<file path="src/rtl/mips_ctrl_pkg.sv">
`default_nettype none
// +----------------------------------------------------------------------+
// | Package : mips_ctrl_pkg                                              |
// | Purpose : Shared types and encodings for the multi-cycle MIPS        |
// |           control unit: FSM state enum, opcode/funct constants,      |
// |           ALU control codes and datapath mux encodings.              |
// | Rev     : 1.0  initial release                                       |
// +----------------------------------------------------------------------+
package mips_ctrl_pkg;

    // State codes are visible on the debug port, so the values are fixed.
    typedef enum logic [3:0] {
        S_IDLE   = 4'd0,
        S_FETCH  = 4'd1,
        S_DECODE = 4'd2,
        S_MEMADR = 4'd3,
        S_MEMRD  = 4'd4,
        S_MEMWB  = 4'd5,
        S_MEMWR  = 4'd6,
        S_EXEC   = 4'd7,
        S_ALUWB  = 4'd8,
        S_BRANCH = 4'd9,
        S_JUMP   = 4'd10,
        S_ADDIEX = 4'd11,
        S_ADDIWB = 4'd12,
        S_TRAP   = 4'd13
    } state_t;

    // Coarse ALU request from the FSM; the ALU decoder refines FUNCT.
    typedef enum logic [1:0] {
        ALUOP_ADD   = 2'b00,
        ALUOP_SUB   = 2'b01,
        ALUOP_FUNCT = 2'b10
    } aluop_t;

    localparam logic [5:0] OP_RTYPE = 6'b000000;
    localparam logic [5:0] OP_LW    = 6'b100011;
    localparam logic [5:0] OP_SW    = 6'b101011;
    localparam logic [5:0] OP_BEQ   = 6'b000100;
    localparam logic [5:0] OP_ADDI  = 6'b001000;
    localparam logic [5:0] OP_J     = 6'b000010;

    localparam logic [5:0] FN_ADD = 6'b100000;
    localparam logic [5:0] FN_SUB = 6'b100010;
    localparam logic [5:0] FN_AND = 6'b100100;
    localparam logic [5:0] FN_OR  = 6'b100101;
    localparam logic [5:0] FN_SLT = 6'b101010;

    localparam logic [3:0] ALU_AND = 4'b0000;
    localparam logic [3:0] ALU_OR  = 4'b0001;
    localparam logic [3:0] ALU_ADD = 4'b0010;
    localparam logic [3:0] ALU_SUB = 4'b0110;
    localparam logic [3:0] ALU_SLT = 4'b0111;

    localparam logic [1:0] SRCB_B      = 2'b00;
    localparam logic [1:0] SRCB_FOUR   = 2'b01;
    localparam logic [1:0] SRCB_IMM    = 2'b10;
    localparam logic [1:0] SRCB_IMMSH2 = 2'b11;

    localparam logic [1:0] PCSRC_ALU    = 2'b00;
    localparam logic [1:0] PCSRC_ALUOUT = 2'b01;
    localparam logic [1:0] PCSRC_JUMP   = 2'b10;

endpackage : mips_ctrl_pkg
`default_nettype wire

</file>
<file path="src/rtl/mips_multicycle_ctrl_if.sv">
`default_nettype none
// +----------------------------------------------------------------------+
// | Interface : mips_multicycle_ctrl_if                                  |
// | Purpose   : Bundle between the control FSM and the shared datapath.  |
// |   Datapath -> ctrl : opcode, funct, zero, mem_ready                  |
// |   Ctrl -> datapath : pc_en, iord, mem_read, mem_write, ir_write,     |
// |                      reg_dst, mem_to_reg, reg_write, alu_src_a,      |
// |                      alu_src_b, pc_source, alu_ctl                   |
// |   master = control unit side, slave = datapath side                  |
// | Rev       : 1.0  initial release                                     |
// +----------------------------------------------------------------------+
interface mips_multicycle_ctrl_if;
    logic [5:0] opcode;
    logic [5:0] funct;
    logic       zero;
    logic       mem_ready;

    logic       pc_en;
    logic       iord;
    logic       mem_read;
    logic       mem_write;
    logic       ir_write;
    logic       reg_dst;
    logic       mem_to_reg;
    logic       reg_write;
    logic       alu_src_a;
    logic [1:0] alu_src_b;
    logic [1:0] pc_source;
    logic [3:0] alu_ctl;

    modport master (
        input  opcode, funct, zero, mem_ready,
        output pc_en, iord, mem_read, mem_write, ir_write, reg_dst,
               mem_to_reg, reg_write, alu_src_a, alu_src_b, pc_source,
               alu_ctl
    );

    modport slave (
        output opcode, funct, zero, mem_ready,
        input  pc_en, iord, mem_read, mem_write, ir_write, reg_dst,
               mem_to_reg, reg_write, alu_src_a, alu_src_b, pc_source,
               alu_ctl
    );
endinterface : mips_multicycle_ctrl_if
`default_nettype wire

</file>
<file path="src/rtl/mips_alu_ctrl.sv">
`default_nettype none
// +----------------------------------------------------------------------+
// | Module  : mips_alu_ctrl                                              |
// | Purpose : Combinational ALU decoder. Maps the FSM's ALUOp plus the   |
// |           R-type funct field to the 4-bit ALU control code, and      |
// |           flags whether funct is a supported R-type operation.       |
// | Ports   : alu_op (in 2), funct (in 6), alu_ctl (out 4),              |
// |           funct_ok (out 1)                                           |
// | Rev     : 1.0  initial release                                       |
// +----------------------------------------------------------------------+
module mips_alu_ctrl
    import mips_ctrl_pkg::*;
(
    input  aluop_t     alu_op,
    input  logic [5:0] funct,
    output logic [3:0] alu_ctl,
    output logic       funct_ok
);

    logic [3:0] funct_ctl;

    // funct_ok is independent of alu_op so DECODE can use it for trapping.
    always_comb begin
        funct_ok  = 1'b1;
        funct_ctl = ALU_ADD;
        case (funct)
            FN_ADD:  funct_ctl = ALU_ADD;
            FN_SUB:  funct_ctl = ALU_SUB;
            FN_AND:  funct_ctl = ALU_AND;
            FN_OR:   funct_ctl = ALU_OR;
            FN_SLT:  funct_ctl = ALU_SLT;
            default: funct_ok  = 1'b0;
        endcase
    end

    always_comb begin
        alu_ctl = ALU_ADD;
        case (alu_op)
            ALUOP_ADD:   alu_ctl = ALU_ADD;
            ALUOP_SUB:   alu_ctl = ALU_SUB;
            ALUOP_FUNCT: alu_ctl = funct_ctl;
            default:     alu_ctl = ALU_ADD;
        endcase
    end

endmodule : mips_alu_ctrl
`default_nettype wire

</file>
<file path="src/rtl/mips_multicycle_ctrl.sv">
`default_nettype none
// +----------------------------------------------------------------------+
// | Module  : mips_multicycle_ctrl                                       |
// | Purpose : Moore FSM sequencing MIPS instructions (R-type, lw, sw,    |
// |           beq, addi, j) through fetch/decode/execute/memory/         |
// |           writeback, with memory wait states, a sticky illegal-      |
// |           instruction trap and a retired-instruction counter.        |
// | Ports   : clk, rst_n (async, active low), en (start next instr),     |
// |           bus (datapath interface, master side),                     |
// |           state (debug, 4), instr_done (last-cycle pulse),           |
// |           illegal (trap flag), retired (ICNT_W count, wraps)         |
// | Rev     : 1.0  initial release                                       |
// +----------------------------------------------------------------------+
module mips_multicycle_ctrl
    import mips_ctrl_pkg::*;
#(
    parameter int ENABLE_ADDI = 1,
    parameter int ENABLE_J    = 1,
    parameter int ICNT_W      = 16
) (
    input  logic                  clk,
    input  logic                  rst_n,
    input  logic                  en,
    mips_multicycle_ctrl_if.master bus,
    output logic [3:0]            state,
    output logic                  instr_done,
    output logic                  illegal,
    output logic [ICNT_W-1:0]     retired
);

    state_t     state_q;
    state_t     state_d;
    aluop_t     alu_op;
    logic [3:0] alu_ctl_w;
    logic       funct_ok;

    mips_alu_ctrl u_alu_ctrl (
        .alu_op   (alu_op),
        .funct    (bus.funct),
        .alu_ctl  (alu_ctl_w),
        .funct_ok (funct_ok)
    );

    assign bus.alu_ctl = alu_ctl_w;
    assign state       = state_q;

    always_ff @(posedge clk or negedge rst_n) begin
        if (!rst_n) begin
            state_q <= S_IDLE;
            retired <= '0;
        end else begin
            state_q <= state_d;
            if (instr_done) begin
                retired <= retired + ICNT_W'(1);
            end
        end
    end

    always_comb begin
        state_d        = state_q;
        alu_op         = ALUOP_ADD;
        bus.pc_en      = 1'b0;
        bus.iord       = 1'b0;
        bus.mem_read   = 1'b0;
        bus.mem_write  = 1'b0;
        bus.ir_write   = 1'b0;
        bus.reg_dst    = 1'b0;
        bus.mem_to_reg = 1'b0;
        bus.reg_write  = 1'b0;
        bus.alu_src_a  = 1'b0;
        bus.alu_src_b  = SRCB_B;
        bus.pc_source  = PCSRC_ALU;
        instr_done     = 1'b0;
        illegal        = 1'b0;

        case (state_q)
            S_IDLE: begin
                if (en) state_d = S_FETCH;
            end
            S_FETCH: begin
                // PC+4 is computed every fetch cycle but only committed,
                // together with the IR, once memory returns the word.
                bus.mem_read  = 1'b1;
                bus.alu_src_b = SRCB_FOUR;
                bus.ir_write  = bus.mem_ready;
                bus.pc_en     = bus.mem_ready;
                if (bus.mem_ready) state_d = S_DECODE;
            end
            S_DECODE: begin
                // Speculative branch target into ALUOut.
                bus.alu_src_b = SRCB_IMMSH2;
                case (bus.opcode)
                    OP_RTYPE: state_d = funct_ok ? S_EXEC : S_TRAP;
                    OP_LW,
                    OP_SW:    state_d = S_MEMADR;
                    OP_BEQ:   state_d = S_BRANCH;
                    OP_ADDI:  state_d = (ENABLE_ADDI != 0) ? S_ADDIEX : S_TRAP;
                    OP_J:     state_d = (ENABLE_J != 0) ? S_JUMP : S_TRAP;
                    default:  state_d = S_TRAP;
                endcase
            end
            S_MEMADR: begin
                bus.alu_src_a = 1'b1;
                bus.alu_src_b = SRCB_IMM;
                state_d       = (bus.opcode == OP_LW) ? S_MEMRD : S_MEMWR;
            end
            S_MEMRD: begin
                bus.mem_read = 1'b1;
                bus.iord     = 1'b1;
                if (bus.mem_ready) state_d = S_MEMWB;
            end
            S_MEMWB: begin
                bus.reg_write  = 1'b1;
                bus.mem_to_reg = 1'b1;
                instr_done     = 1'b1;
            end
            S_MEMWR: begin
                bus.mem_write = 1'b1;
                bus.iord      = 1'b1;
                instr_done    = bus.mem_ready;
            end
            S_EXEC: begin
                bus.alu_src_a = 1'b1;
                alu_op        = ALUOP_FUNCT;
                state_d       = S_ALUWB;
            end
            S_ALUWB: begin
                bus.reg_write = 1'b1;
                bus.reg_dst   = 1'b1;
                instr_done    = 1'b1;
            end
            S_BRANCH: begin
                bus.alu_src_a = 1'b1;
                alu_op        = ALUOP_SUB;
                bus.pc_source = PCSRC_ALUOUT;
                bus.pc_en     = bus.zero;
                instr_done    = 1'b1;
            end
            S_JUMP: begin
                bus.pc_en     = 1'b1;
                bus.pc_source = PCSRC_JUMP;
                instr_done    = 1'b1;
            end
            S_ADDIEX: begin
                bus.alu_src_a = 1'b1;
                bus.alu_src_b = SRCB_IMM;
                state_d       = S_ADDIWB;
            end
            S_ADDIWB: begin
                bus.reg_write = 1'b1;
                instr_done    = 1'b1;
            end
            S_TRAP: begin
                // Dead-end state; only reset leaves it, which makes the flag sticky.
                illegal = 1'b1;
            end
            default: state_d = S_IDLE;
        endcase

        // Every final state shares the same hand-off: straight into the
        // next fetch when allowed, otherwise park in IDLE.
        if (instr_done) begin
            state_d = en ? S_FETCH : S_IDLE;
        end
    end

endmodule : mips_multicycle_ctrl
`default_nettype wire

</file>
<file path="src/flat_wrapper.sv">
// flat-port wrapper written by rule: the top's interface ports become plain ports
module mips_multicycle_ctrl_flat import mips_ctrl_pkg::*;
#(
    parameter int ENABLE_ADDI = 1,
    parameter int ENABLE_J    = 1,
    parameter int ICNT_W      = 16
)
  (clk, rst_n, en, state, instr_done, illegal, retired, bus_opcode, bus_funct, bus_zero, bus_mem_ready, bus_pc_en, bus_iord, bus_mem_read, bus_mem_write, bus_ir_write, bus_reg_dst, bus_mem_to_reg, bus_reg_write, bus_alu_src_a, bus_alu_src_b, bus_pc_source, bus_alu_ctl);
  mips_multicycle_ctrl_if bus_i ();
  input  logic clk;
  input  logic rst_n;
  input  logic en;
  output logic [3:0] state;
  output logic instr_done;
  output logic illegal;
  output logic [ICNT_W-1:0] retired;
  input wire logic [$bits(bus_i.opcode)-1:0] bus_opcode;
  input wire logic [$bits(bus_i.funct)-1:0] bus_funct;
  input wire logic [$bits(bus_i.zero)-1:0] bus_zero;
  input wire logic [$bits(bus_i.mem_ready)-1:0] bus_mem_ready;
  output wire logic [$bits(bus_i.pc_en)-1:0] bus_pc_en;
  output wire logic [$bits(bus_i.iord)-1:0] bus_iord;
  output wire logic [$bits(bus_i.mem_read)-1:0] bus_mem_read;
  output wire logic [$bits(bus_i.mem_write)-1:0] bus_mem_write;
  output wire logic [$bits(bus_i.ir_write)-1:0] bus_ir_write;
  output wire logic [$bits(bus_i.reg_dst)-1:0] bus_reg_dst;
  output wire logic [$bits(bus_i.mem_to_reg)-1:0] bus_mem_to_reg;
  output wire logic [$bits(bus_i.reg_write)-1:0] bus_reg_write;
  output wire logic [$bits(bus_i.alu_src_a)-1:0] bus_alu_src_a;
  output wire logic [$bits(bus_i.alu_src_b)-1:0] bus_alu_src_b;
  output wire logic [$bits(bus_i.pc_source)-1:0] bus_pc_source;
  output wire logic [$bits(bus_i.alu_ctl)-1:0] bus_alu_ctl;
  assign bus_i.opcode = bus_opcode;
  assign bus_i.funct = bus_funct;
  assign bus_i.zero = bus_zero;
  assign bus_i.mem_ready = bus_mem_ready;
  assign bus_pc_en = bus_i.pc_en;
  assign bus_iord = bus_i.iord;
  assign bus_mem_read = bus_i.mem_read;
  assign bus_mem_write = bus_i.mem_write;
  assign bus_ir_write = bus_i.ir_write;
  assign bus_reg_dst = bus_i.reg_dst;
  assign bus_mem_to_reg = bus_i.mem_to_reg;
  assign bus_reg_write = bus_i.reg_write;
  assign bus_alu_src_a = bus_i.alu_src_a;
  assign bus_alu_src_b = bus_i.alu_src_b;
  assign bus_pc_source = bus_i.pc_source;
  assign bus_alu_ctl = bus_i.alu_ctl;
  mips_multicycle_ctrl #(.ENABLE_ADDI(ENABLE_ADDI), .ENABLE_J(ENABLE_J), .ICNT_W(ICNT_W)) u_core (.clk(clk), .rst_n(rst_n), .en(en), .bus(bus_i), .state(state), .instr_done(instr_done), .illegal(illegal), .retired(retired));
endmodule
</file>
<file path="config.mk">
export PLATFORM = sky130hd
export DESIGN_NAME = mips_multicycle_ctrl_flat
export DESIGN_NICKNAME = d
export VERILOG_FILES = /design/src/rtl/mips_ctrl_pkg.sv /design/src/rtl/mips_multicycle_ctrl_if.sv /design/src/rtl/mips_alu_ctrl.sv /design/src/rtl/mips_multicycle_ctrl.sv /design/src/flat_wrapper.sv
export SDC_FILE = /design/constraint.sdc
export NUM_CORES = 1
export LEC_CHECK = 0
export ABC_AREA = 1
export CORE_MARGIN = 5
export CORE_UTILIZATION = 30
export CTS_CLUSTER_SIZE = 14
export DETAILED_ROUTE_END_ITERATION = 7
export PLACE_DENSITY_LB_ADDON = 0.05
export SKIP_CTS_REPAIR_TIMING = 1
export SYNTH_ARGS = -nofsm -noshare
export SYNTH_HDL_FRONTEND = slang
export SYNTH_HIERARCHICAL = 1
export SYNTH_SLANG_ARGS = --single-unit
</file>
<file path="constraint.sdc">
create_clock -name clk -period 2.45 [get_ports clk]
set_clock_uncertainty 0.05 [all_clocks]
set_input_delay 0.3675 -clock clk [delete_from_list [all_inputs] [get_ports clk]]
set_output_delay 0.3675 -clock clk [all_outputs]
set_load 0.02 [all_outputs]
</file>
Word level (Yosys, flattened, before mapping):

Cells that the tools add are included.

* multiplexer cells: 26
* add/sub/neg operators: 1
* equal/unequal tests: 29
* divide/modulo/power cells: 0
* bitwise logic cells: 0
* reductions and logical operators: 12
* multiply operators: 0
* order comparisons: 0
* shift-type cells: 0

Operators by type and width (number)
* 6-bit equality test (second input constant): 7
* 4-bit case mux with 8 select lines: 1
* 4-bit equality test (second input constant): 6
* 4-bit two-way mux: 5
* 4-bit case mux with 5 select lines: 1
* 16-bit by 1-bit adder with 16-bit output (second input constant): 1
* 4-bit by 3-bit equality test with 1-bit output (second input constant): 4
* 3-bit case mux with 4 select lines: 1
* 1-bit two-way mux: 11
* 5-bit OR reduction: 2
* 3-bit != test (second input constant): 3
* 4-bit by 2-bit equality test with 1-bit output (second input constant): 2
* 2-bit case mux with 2 select lines: 2
* 4-bit case mux with 2 select lines: 1
* 2-bit OR reduction: 4
* 7-bit OR reduction: 1
* 6-bit by 2-bit equality test with 1-bit output (second input constant): 1
* 6-bit by 3-bit equality test with 1-bit output (second input constant): 1
* 6-bit by 4-bit equality test with 1-bit output (second input constant): 1
* 6-bit logical NOT: 1
* 2-bit case mux with 3 select lines: 1
* 4-bit by 1-bit equality test with 1-bit output (second input constant): 1
* 4-bit logical NOT: 1
* 4-bit AND reduction: 1
* other kinds (8): 8

* input port bits: 17
* memories kept: 0
* output and inout bits: 39
* register bits: 20
* RAM bits: 0
* bits in latches: 0
* memory bits (read-only): 0
* logic and storage cells: 70

Logic depth before layout (Yosys ltp):

* depth after elaboration: 7
* depth in mapped cells: 11
* mapped depth without buffers: 11

Hierarchy:

The synthesis kept the hierarchy.

Modules (own cells, without submodules)
* mips_multicycle_ctrl: cells each 225, sequential area each 500.5 µm², area an instance 1515.2 µm², instances 1
* mips_alu_ctrl: cells each 32, sequential area each 0.0 µm², area an instance 162.7 µm², instances 1

Worst setup path before layout:

OpenSTA, ideal clock, no wires.

* kind: register to output
* from: reg u_core.state_q[0], in the netlist u_core/state[0]
* to: out bus_alu_ctl[2]
* data arrival time: 1.749 ns
* buffers on the path: 1
* cell stages (with the launch flop): 11
* data required time: 2.033 ns
* setup slack: 0.283 ns
* cells stage by stage: dfrtp_1 -> buf_6 -> inv_1 -> nor2_2 -> nand2_1 -> inv_1 -> inv_1 -> ha_1 -> nor2_2 -> nand2_1 -> o21ai_1

* cells in the longest elaborated chain, start to end: 4
* elaborated cells on any way between the ends: 6
* classes of those cells: 4 x eq/ne; 2 x mux

RTL lines
* start, declared: RTL line mips_multicycle_ctrl.sv:31 `state_t state_q;`
* start signal, assigned: RTL line mips_multicycle_ctrl.sv:52 `state_q <= state_d;`
* 4-bit equality test or 4-bit by 3-bit equality test with 1-bit output (tied branches): RTL line mips_multicycle_ctrl.sv:76 `case (state_q)`
* 2-bit case mux with 2 select lines *: RTL line mips_multicycle_ctrl.sv:76
* net u_core.alu_op[0]: RTL line mips_multicycle_ctrl.sv:33 `aluop_t alu_op;`
* 2-bit equality test or 2-bit by 1-bit equality test with 1-bit output (tied branches): RTL line mips_alu_ctrl.sv:38 `case (alu_op)`
* 4-bit case mux with 2 select lines *: RTL line mips_alu_ctrl.sv:38
* end, declared: RTL line flat_wrapper.sv:32 `output wire logic [$bits(bus_i.alu_ctl)-1:0] bus_alu_ctl;`

Mark *: on every way through the listed nets, which the timed path passes. The rest lies on a longest branch.

Worst setup path in the final report:

* from: reg u_core.state_q[2], in the netlist u_core/state[2]
* to: out bus_ir_write

* cells in the longest elaborated chain, start to end: 2

RTL lines
* 4-bit by 1-bit equality test with 1-bit output: RTL line mips_multicycle_ctrl.sv:76
* 1-bit two-way mux: RTL line mips_multicycle_ctrl.sv:76
* end, declared: RTL line flat_wrapper.sv:25 `output wire logic [$bits(bus_i.ir_write)-1:0] bus_ir_write;`

Every way passes these cells.

==> results.json <==
{
  "status": "complete, no violations",
  "ant_nets": 0,
  "rsz_0062_raised_after_global_routing": "no",
  "stdcell_count": 401,
  "rr_startpoint": "u_core/state[0]$_DFFE_PN0P_",
  "clockBufferDepth": 2,
  "crit_fanout": 5,
  "drv_cap": 0,
  "timing_max_transition_violations_final": 0,
  "cts-root-buf": "clkbuf_8",
  "initial_utilization_pct": 30.7,
  "synthToLayoutAreaGrowth_pct": 47.6,
  "grt_start_max_net_pins": 21,
  "clock_latency_ns": 0.26,
  "timing.final.hold_violations": 0,
  "portBuffers": 54,
  "via_count_normalized_by_instance_count": 4.36,
  "post-route-min-period_ns": 2.34,
  "yosysUniqueCellTypes": 30,
  "path_class_of_the_lowest_slack_min_delay_path": "in2async",
  "worstPathRequired_ns": 2.03,
  "die_width_um": 84.8,
  "worst_path_max_delay_cell": "clkdlybuf4s50_1",
  "finish.net_count": 350,
  "global_placer_s_final_weighted_congestion": 0.820,
  "num_vias": 1750,
  "worst_r2r_path_depth": 10,
  "die_y_um": 84.8,
  "overflow": 0,
  "cts.sinks": 20,
  "diodes": 0,
  "postSynthRegisterBits": 20,
  "crit_path_frequent_cell": "nor2_1",
  "htree_levels": 1,
  "drt_pre_antenna_iters": 4,
  "post-route-period-util_pct": 95.7,
  "drc_errors_left": 0,
  "crit_path_cell_trace": "buf_4, nor2_1, nand2_1, nor2_1, clkdlybuf4s50_1",
  "critPathLaunchType": "flop",
  "synthCells": 257,
  "finalWirelength_um": 4450,
  "critical_path.endpoint_type": "output pin",
  "fillCellCount": 579,
  "ys.warnings.count": 6,
  "first_iter_violations": 43,
  "routed_wire_length_per_instance_um": 11.1,
  "worst_ep_arrival_time_ns": 1.93,
  "dieArea_mm2": 0.00719,
  "ios": 56,
  "fp-row-count": 27,
  "core_region_area_mm2": 0.00547,
  "r2r_slack_ns": 0.73,
  "layout_setup_ws_ns": 0.106,
  "timing.critical_path.slowest_cell_delay_ns": 0.63,
  "maxClockFrequency_mhz": 427,
  "initial_antenna_violation_count": 0,
  "setup_cp_type": "reg2out",
  "wire_length_of_the_first_global_routing_pass_um": 7730,
  "syn-mean-instance-area_um2": 6.53,
  "setup_viol": 0,
  "cts_tree": "yes",
  "global_route.usage.total_pct": 13.0,
  "cts.reportedPaths.clkPinSlew_ns": 0.08,
  "power.static_leakage_nw": 1.24,
  "syn-cell-area_mm2": 0.00168,
  "ir_worst_vdd_uv": 465,
  "syn_nets": 277,
  "drive_gt1_share_pct": 14.6,
  "placement.setup.worst_slack_ns": 0.00770,
  "detailed_place_hpwl_um": 3700,
  "power.density_cell_area_mw_per_mm2": 907,
  "crit-reg2reg-capture": "u_core/retired[5]$_DFFE_PN0N_",
  "cts_buffers": 3,
  "place.detailed.instances": 397,
  "first_global_vias": 1628,
  "yosysSeqAreaShare_pct": 29.8
}
==> Yosys cell counts <==
| cell type | n | share of area, % |
|---|---|---|
| a211o_1 | 1 | 0.52 |
| a21oi_1 | 2 | 0.60 |
| buf_4 | 2 | 0.89 |
| buf_6 | 1 | 0.67 |
| buf_8 | 1 | 0.89 |
| clkinv_2 | 1 | 0.30 |
| conb_1 | 1 | 0.22 |
| dfrtp_1 | 20 | 30 |
| ha_1 | 3 | 2.2 |
| inv_1 | 39 | 8.7 |
| inv_2 | 1 | 0.22 |
| inv_4 | 1 | 0.37 |
| nand2_1 | 76 | 17 |
| nand2_2 | 4 | 1.5 |
| nand2_4 | 3 | 2.0 |
| nand2_8 | 1 | 1.2 |
| nand3_1 | 16 | 4.8 |
| nand3b_1 | 4 | 1.8 |
| nand4_1 | 5 | 1.9 |
| nor2_1 | 37 | 8.3 |
| nor2_2 | 7 | 2.6 |
| nor2_4 | 1 | 0.67 |
| nor3_1 | 4 | 1.2 |
| o211ai_1 | 1 | 0.45 |
| o21ai_0 | 3 | 0.89 |
| o21ai_1 | 5 | 1.5 |
| o21ai_2 | 4 | 2.1 |
| o21bai_1 | 1 | 0.45 |
| xnor2_1 | 6 | 3.1 |
| xor2_1 | 6 | 3.1 |
==> layer usage <==
metal / vias up / global-route usage [%] / wire [um]
li1: 935 / - / -
met1: 771 / 18.4 / 2160
met2: 42 / 20.4 / 2000
met3: 2 / 3.43 / 282
met4: 0 / 1.29 / 13
met5: - / 0 / 0
==> sequential cells by signal, summed over array words and instances (netlist names) <==
signal / cells
u_core/retired: 16
u_core/state: 4
==> layout make-up <==
class	instances	area [um^2]	area share, %
multi-input cells	191	977	39.5
repair buffers	72	676	27.3
flip-flops and latches	20	500	20.2
inverters	42	161	6.52
well taps	72	90.1	3.64
clock buffers	3	41.3	1.67
clock inverters	1	30.0	1.21
==> power breakdown <==
group	total, mW	internal, mW	switching [mW]
Combinational	1.42	0.616	0.806
Clock	0.330	0.218	0.111
Sequential	0.495	0.408	0.0864
==> worst max-delay path: cells and delay by family, from the launching register on <==
family	cells	cell delay, ns
flip-flops	1	0.41
AND/OR/NAND/NOR	3	0.46
buffers and inverters	2	0.80
==> cells in the final DEF (no fill, tap or decap) <==
master,instances
a211o_1,1
a21oi_1,2
buf_4,18
bufinv_16,1
clkbuf_2,2
clkbuf_8,3
clkdlybuf4s50_1,48
clkinv_2,1
conb_1,1
dfrtp_1,20
dlymetal6s2s_1,4
ha_1,3
inv_1,39
inv_2,1
inv_4,1
nand2_1,76
nand2_2,4
nand2_4,3
nand2_8,1
nand3_1,16
nand3b_1,4
nand4_1,5
nor2_1,36
nor2_2,8
nor2_4,1
nor3_1,4
o211ai_1,1
o21ai_0,3
o21ai_1,5
o21ai_2,4
o21bai_1,1
xnor2_1,6
xor2_1,6
==> through the flow <==
step	total power, mW	hold slack [ns]	area (um^2)	TNS (ns)	utilization (%)
after floorplan	1.32	0.0219	1680	0	-
after global placement	1.95	0.468	2400	0	43.9
after detailed placement	1.94	0.466	2400	0	43.9
after CTS	2.28	0.406	2470	-0.748	45.2
after global routing	2.43	0.426	2480	0	45.2
final	2.25	0.400	2480	0	45.2
==> cell families after synthesis <==
| group | share of synthesized area, % |
|---|---|
| adders and majority gates | 2.24 |
| AOI/OAI and AO/OA | 6.49 |
| and+or+nand+nor | 42.9 |
| other | 0.223 |
| xor gates and xnor gates | 6.26 |
| DFF | 29.8 |
| buffers and inverters | 12.1 |
==> worst max-delay path by stage <==
stage / from / endpoint / slack [ns] / depth (start not counted)
2_1_floorplan: u_core/state[0]$_DFFE_PN0P_ / bus_alu_ctl[2] / 0.28 / 10
3_3_place_gp: u_core/state[2]$_DFFE_PN0P_ / bus_alu_ctl[0] / 0.006 / 9
3_5_place_dp: u_core/state[2]$_DFFE_PN0P_ / bus_alu_ctl[0] / 0.008 / 9
4_1_cts: u_core/state[2]$_DFFE_PN0P_ / bus_alu_ctl[0] / -0.30 / 9
5_1_grt: u_core/state[2]$_DFFE_PN0P_ / bus_ir_write / 0.001 / 5
6_report: u_core/state[2]$_DFFE_PN0P_ / bus_ir_write / 0.11 / 5
Note: power is estimated with default switching activity, not from simulation.
